<file path="config.mk">
export PLATFORM = sky130hd
export DESIGN_NAME = circular_fifo
export DESIGN_NICKNAME = d
export VERILOG_FILES = /design/src/rtl/circular_fifo.sv
export SDC_FILE = /design/constraint.sdc
export NUM_CORES = 1
export LEC_CHECK = 0
export CAP_MARGIN = 40
export CORE_UTILIZATION = 25
export CTS_CLUSTER_DIAMETER = 40
export CTS_CLUSTER_SIZE = 40
export DETAILED_ROUTE_END_ITERATION = 6
export GPL_TIMING_DRIVEN = 0
export SYNTH_ARGS = -nofsm -noshare
export SYNTH_HDL_FRONTEND = slang
export SYNTH_SLANG_ARGS = --single-unit
</file>
<file path="constraint.sdc">
create_clock -name clk -period 7.61 [get_ports clk]
set_clock_uncertainty 0.1 [all_clocks]
set_input_delay 1.522 -clock clk [delete_from_list [all_inputs] [get_ports clk]]
set_output_delay 1.522 -clock clk [all_outputs]
set_load 0.005 [all_outputs]
</file>
<file path="src/rtl/circular_fifo.sv">
// Single-clock circular-buffer FIFO with occupancy count, threshold flags
// and overflow/underflow reporting; define FIFO_STICKY_ERR_EN for sticky errors.
module circular_fifo #(
    parameter int DATA_W   = 4,
    parameter int DEPTH    = 16,
    parameter int AF_LEVEL = DEPTH - 2,
    parameter int AE_LEVEL = 2
) (
    input  logic                      clk,
    input  logic                      rst_n,
    input  logic                      write_enb,
    input  logic                      read_enb,
    input  logic [DATA_W-1:0]         datain,
    input  logic                      clear_err,
    output logic [DATA_W-1:0]         dataout,
    output logic                      full,
    output logic                      empty,
    output logic                      almost_full,
    output logic                      almost_empty,
    output logic [$clog2(DEPTH):0]    count,
    output logic                      overflow,
    output logic                      underflow
);

    localparam int AW = $clog2(DEPTH);
    localparam int CW = AW + 1;

    localparam logic [CW-1:0] DEPTH_C = CW'(DEPTH);
    localparam logic [CW-1:0] AF_C    = CW'(AF_LEVEL);
    localparam logic [CW-1:0] AE_C    = CW'(AE_LEVEL);

    logic [DATA_W-1:0] mem_q [DEPTH];

    logic [AW-1:0]     wr_ptr_q, wr_ptr_d;
    logic [AW-1:0]     rd_ptr_q, rd_ptr_d;
    logic [CW-1:0]     count_q, count_d;
    logic [DATA_W-1:0] dataout_q, dataout_d;
    logic              overflow_q, overflow_d;
    logic              underflow_q, underflow_d;

    logic full_w, empty_w;
    logic wr_acc, rd_acc;
    logic ov_evt, uf_evt;

    // Status comes from the count register only, never from the requests.
    assign full_w  = (count_q == DEPTH_C);
    assign empty_w = (count_q == '0);

    // A full FIFO still accepts a write when a read frees a slot this cycle.
    assign rd_acc = read_enb && !empty_w;
    assign wr_acc = write_enb && (!full_w || rd_acc);

    assign ov_evt = write_enb && !wr_acc;
    assign uf_evt = read_enb && empty_w;

    always_comb begin
        wr_ptr_d  = wr_ptr_q;
        rd_ptr_d  = rd_ptr_q;
        count_d   = count_q;
        dataout_d = dataout_q;

        if (wr_acc) begin
            wr_ptr_d = wr_ptr_q + AW'(1);
        end

        if (rd_acc) begin
            rd_ptr_d  = rd_ptr_q + AW'(1);
            dataout_d = mem_q[rd_ptr_q];
        end

        unique case ({wr_acc, rd_acc})
            2'b10:   count_d = count_q + CW'(1);
            2'b01:   count_d = count_q - CW'(1);
            default: count_d = count_q;
        endcase
    end

`ifdef FIFO_STICKY_ERR_EN
    // A new error in the clearing cycle keeps the flag set.
    always_comb begin
        overflow_d  = ov_evt || (overflow_q && !clear_err);
        underflow_d = uf_evt || (underflow_q && !clear_err);
    end
`else
    logic unused_clear_err;
    assign unused_clear_err = clear_err;

    always_comb begin
        overflow_d  = ov_evt;
        underflow_d = uf_evt;
    end
`endif

    always_ff @(posedge clk or negedge rst_n) begin
        if (!rst_n) begin
            wr_ptr_q    <= '0;
            rd_ptr_q    <= '0;
            count_q     <= '0;
            dataout_q   <= '0;
            overflow_q  <= 1'b0;
            underflow_q <= 1'b0;
        end else begin
            wr_ptr_q    <= wr_ptr_d;
            rd_ptr_q    <= rd_ptr_d;
            count_q     <= count_d;
            dataout_q   <= dataout_d;
            overflow_q  <= overflow_d;
            underflow_q <= underflow_d;
        end
    end

    // Storage is deliberately left out of reset.
    always_ff @(posedge clk) begin
        if (wr_acc) begin
            mem_q[wr_ptr_q] <= datain;
        end
    end

    assign dataout      = dataout_q;
    assign count        = count_q;
    assign full         = full_w;
    assign empty        = empty_w;
    assign almost_full  = (count_q >= AF_C);
    assign almost_empty = (count_q <= AE_C);
    assign overflow     = overflow_q;
    assign underflow    = underflow_q;

endmodule

</file>
==> reports/metrics.cfg <==
[die]
dieArea_um2=14800
core-area_um2=13900
ios=24
chipHeight_um=122
initial_utilization=0.257
die_w_um=122
num_rows=43

[routing]
met2_length_mm=3.50
via_per_inst=4.48
route.vias.total=1974
first_pass_iters=4
drc=0
post_drt_wl_per_cell_um=16.4
top_layer_used=met4
route.met3.wl_um=269
drt-initial-drc-count=128
wl_met1_mm=3.34
ant_nets=0
drt-total-wl_mm=7.23

[hold_path]
min_path_cells=2
hold_path_end=dataout[0]
hp-start=dataout[0]
hold_path_class=flop to flop

[sta]
final_max_slew_viol_count=0
setup_tns_ns=0
rsz0062_at_grt=no
setup-violations-final=0
period_minus_slack_ns=3.96
slew_headroom=0.473
tightest_slew_ns=0.784
hold_ws_ns=0.436
timing.final.crit_share=0.521
fin_ws_ns=3.65
hold_viol_final=0
max_freq_mhz=252

[placement]
place_area_um2=4080
place_congestion=0.816
placedCellCount=425
hpwl_mm=5.07
portBuffers=22
place_ws_ns=3.29

[clock_network]
cts_inserted_buffers=9
cts_tree=done
cts.clk_slew.worst_paths_ns=0.06
cts_num_sinks=83
postCtsHoldBufs=0
post_cts_buffers=0
cts_buffer_depth=2
clock_latency_ns=0.34
cts_root_buffer=clkbuf_16
cts.htree.levels=3
cts_resized=0

[setup_path]
cp_max_fo=7
cp_cell_sequence=clkdlybuf4s50_1, inv_1, a31oi_1, nand2_1, nor3_1
start_kind=input port
critical_path.max_stage_delay_ns=0.66
worstPathArrival_ns=3.83
worst-endpoint-required_ns=7.48
path_buf_inv=2
timing.rr.start=count[3]
path_class=input port to flop
r2r_cells=9
path_delay_family=simple AND/OR/NAND/NOR gates
cp_slowest_cell=clkdlybuf4s50_1
startpoint=read_enb
rr_endpoint=count[4]
r2r_setup_slack_ns=4.70
cp-end-kind=flop

[power]
ir_drop_uv=111
pwr-share-seq=0.389
p_int_mw=1.10
power_mw=1.61
pwr-share-clk=0.275
swShare=0.321
p_leak_nw=1.53
pwr-share-comb=0.336
power.density_nw_per_um2=368
power.switching_mw=0.518

[global_route]
grt_pass1_vias=2037
grt_pass1_wl_mm=11.5
antenna_found_initial=0
grt_max_degree=19
grtUsageTotal=0.108
grt_overflow=0

[synth]
synth_fp_nets=236
synth_cell_types=37
ys_ff_latch=83
netlist_top_cells_area=edfxtp_1 54%, dfrtp_1 13%, mux4_2 10%
synthCells=218
synth_top_cell_area_share=0.537
async_reset_ff_frac=0.229
syn_avg_cell_area_um2=16.4
ys_seq_area_frac=0.670
ys.flop_type=edfxtp_1
yosys_warnings=0
post-synth-top-area-cell=edfxtp_1
synth-edff-count=64
netlist_area_um2=3580

[finish]
final_cell_area_um2=4390
fin_util=0.315
layout-drive-gt1-share=0.180
instances_no_fill=441
syn2layout_area_growth_pct=22.5
fin_nets=274
antenna_cells=0

[job]
drv_cap=0

[run_status]
status=completed

[cell type report]
cell class | instances | area (um2)
Tap cell | 180 | 225
Fill cell | 1327 | 9550
Timing Repair Buffer | 27 | 272
Inverter | 12 | 45.0
Sequential cell | 83 | 2400
Multi-Input combinational cell | 114 | 1100
Clock buffer | 9 | 225
Clock inverter | 7 | 83.8
Buffer | 9 | 40.0
[state kept, by name (all words and copies together) (netlist names)]
name	flops
overflow	1
rd_ptr_q	4
count	5
underflow	1
wr_ptr_q	4
dataout	4
mem_q	64
[synth_stat cells (all sizes together) (3+ instances only)]
cell type,count
dfrtp,19
clkbuf,3
edfxtp,64
inv,12
a21oi,3
buf,6
o221ai,3
nor2,9
xnor2,9
nand2,13
mux4,16
nand2b,3
nor3,6
and3,4
nor4,6
o21ai,4
mux2i,9
ha,8
[cell families after synthesis]
family	count (synthesis)	share of synthesized area
mux	27	0.133
fa+ha+maj	9	0.0336
compound gates	20	0.0475
buf+inv	21	0.0238
simple gates	49	0.0703
xor+xnor	9	0.0220
flops	83	0.670
[layout by cell type (no fill, tap or decap), types with 3 or more instances in the layout]
master,n
clkbuf_1,3
dfrtp_1,19
edfxtp_1,64
nand2_1,13
o221ai_1,3
mux2i_1,8
a21oi_1,3
nor2_1,9
xnor2_1,9
buf_2,6
nor3_1,6
nand2b_1,3
and3_1,4
o21ai_0,3
clkbuf_16,9
clkdlybuf4s50_1,22
mux4_2,16
nor4_1,6
inv_1,12
ha_1,8
[worst max path at each step]
stage	to	slack [ns]	cells after the start
2_1_floorplan	count[4]	4.37	7
3_3_place_gp	mem_q[7][2]	3.37	5
3_5_place_dp	mem_q[7][2]	3.29	5
4_1_cts	mem_q[7][2]	3.65	5
5_1_grt	mem_q[7][2]	3.48	5
6_report	mem_q[7][1]	3.65	5
[worst reg2reg max path: stages (launching register included)]
cell	delay, ns
dfrtp_1	0.46
or3_4	0.44
o31a_1	0.36
nand2_1	0.15
inv_1	0.09
ha_1	0.32
o21ai_0	0.26
a211oi_1	0.11
a41o_1	0.22
a221o_1	0.28
[metal layers]
| metal | vias to the layer above | GRT usage |
|---|---|---|
| met5 | - | 0 |
| met2 | 40 | 0.167 |
| met3 | 11 | 0.0272 |
| met4 | 0 | 0.0486 |
| met1 | 993 | 0.143 |
| li1 | 930 | - |
[power by group through the flow]
stage               combinational, mW  sequential [mW]  clock, mW
floorplan                       0.367            0.622          0
global placement                0.536            0.634          0
detailed placement              0.545            0.637          0
CTS                             0.548            0.628      0.456
global route                    0.597            0.639      0.472
finish                          0.541            0.628      0.444
No activity file was read; power rests on OpenSTA's default activity.
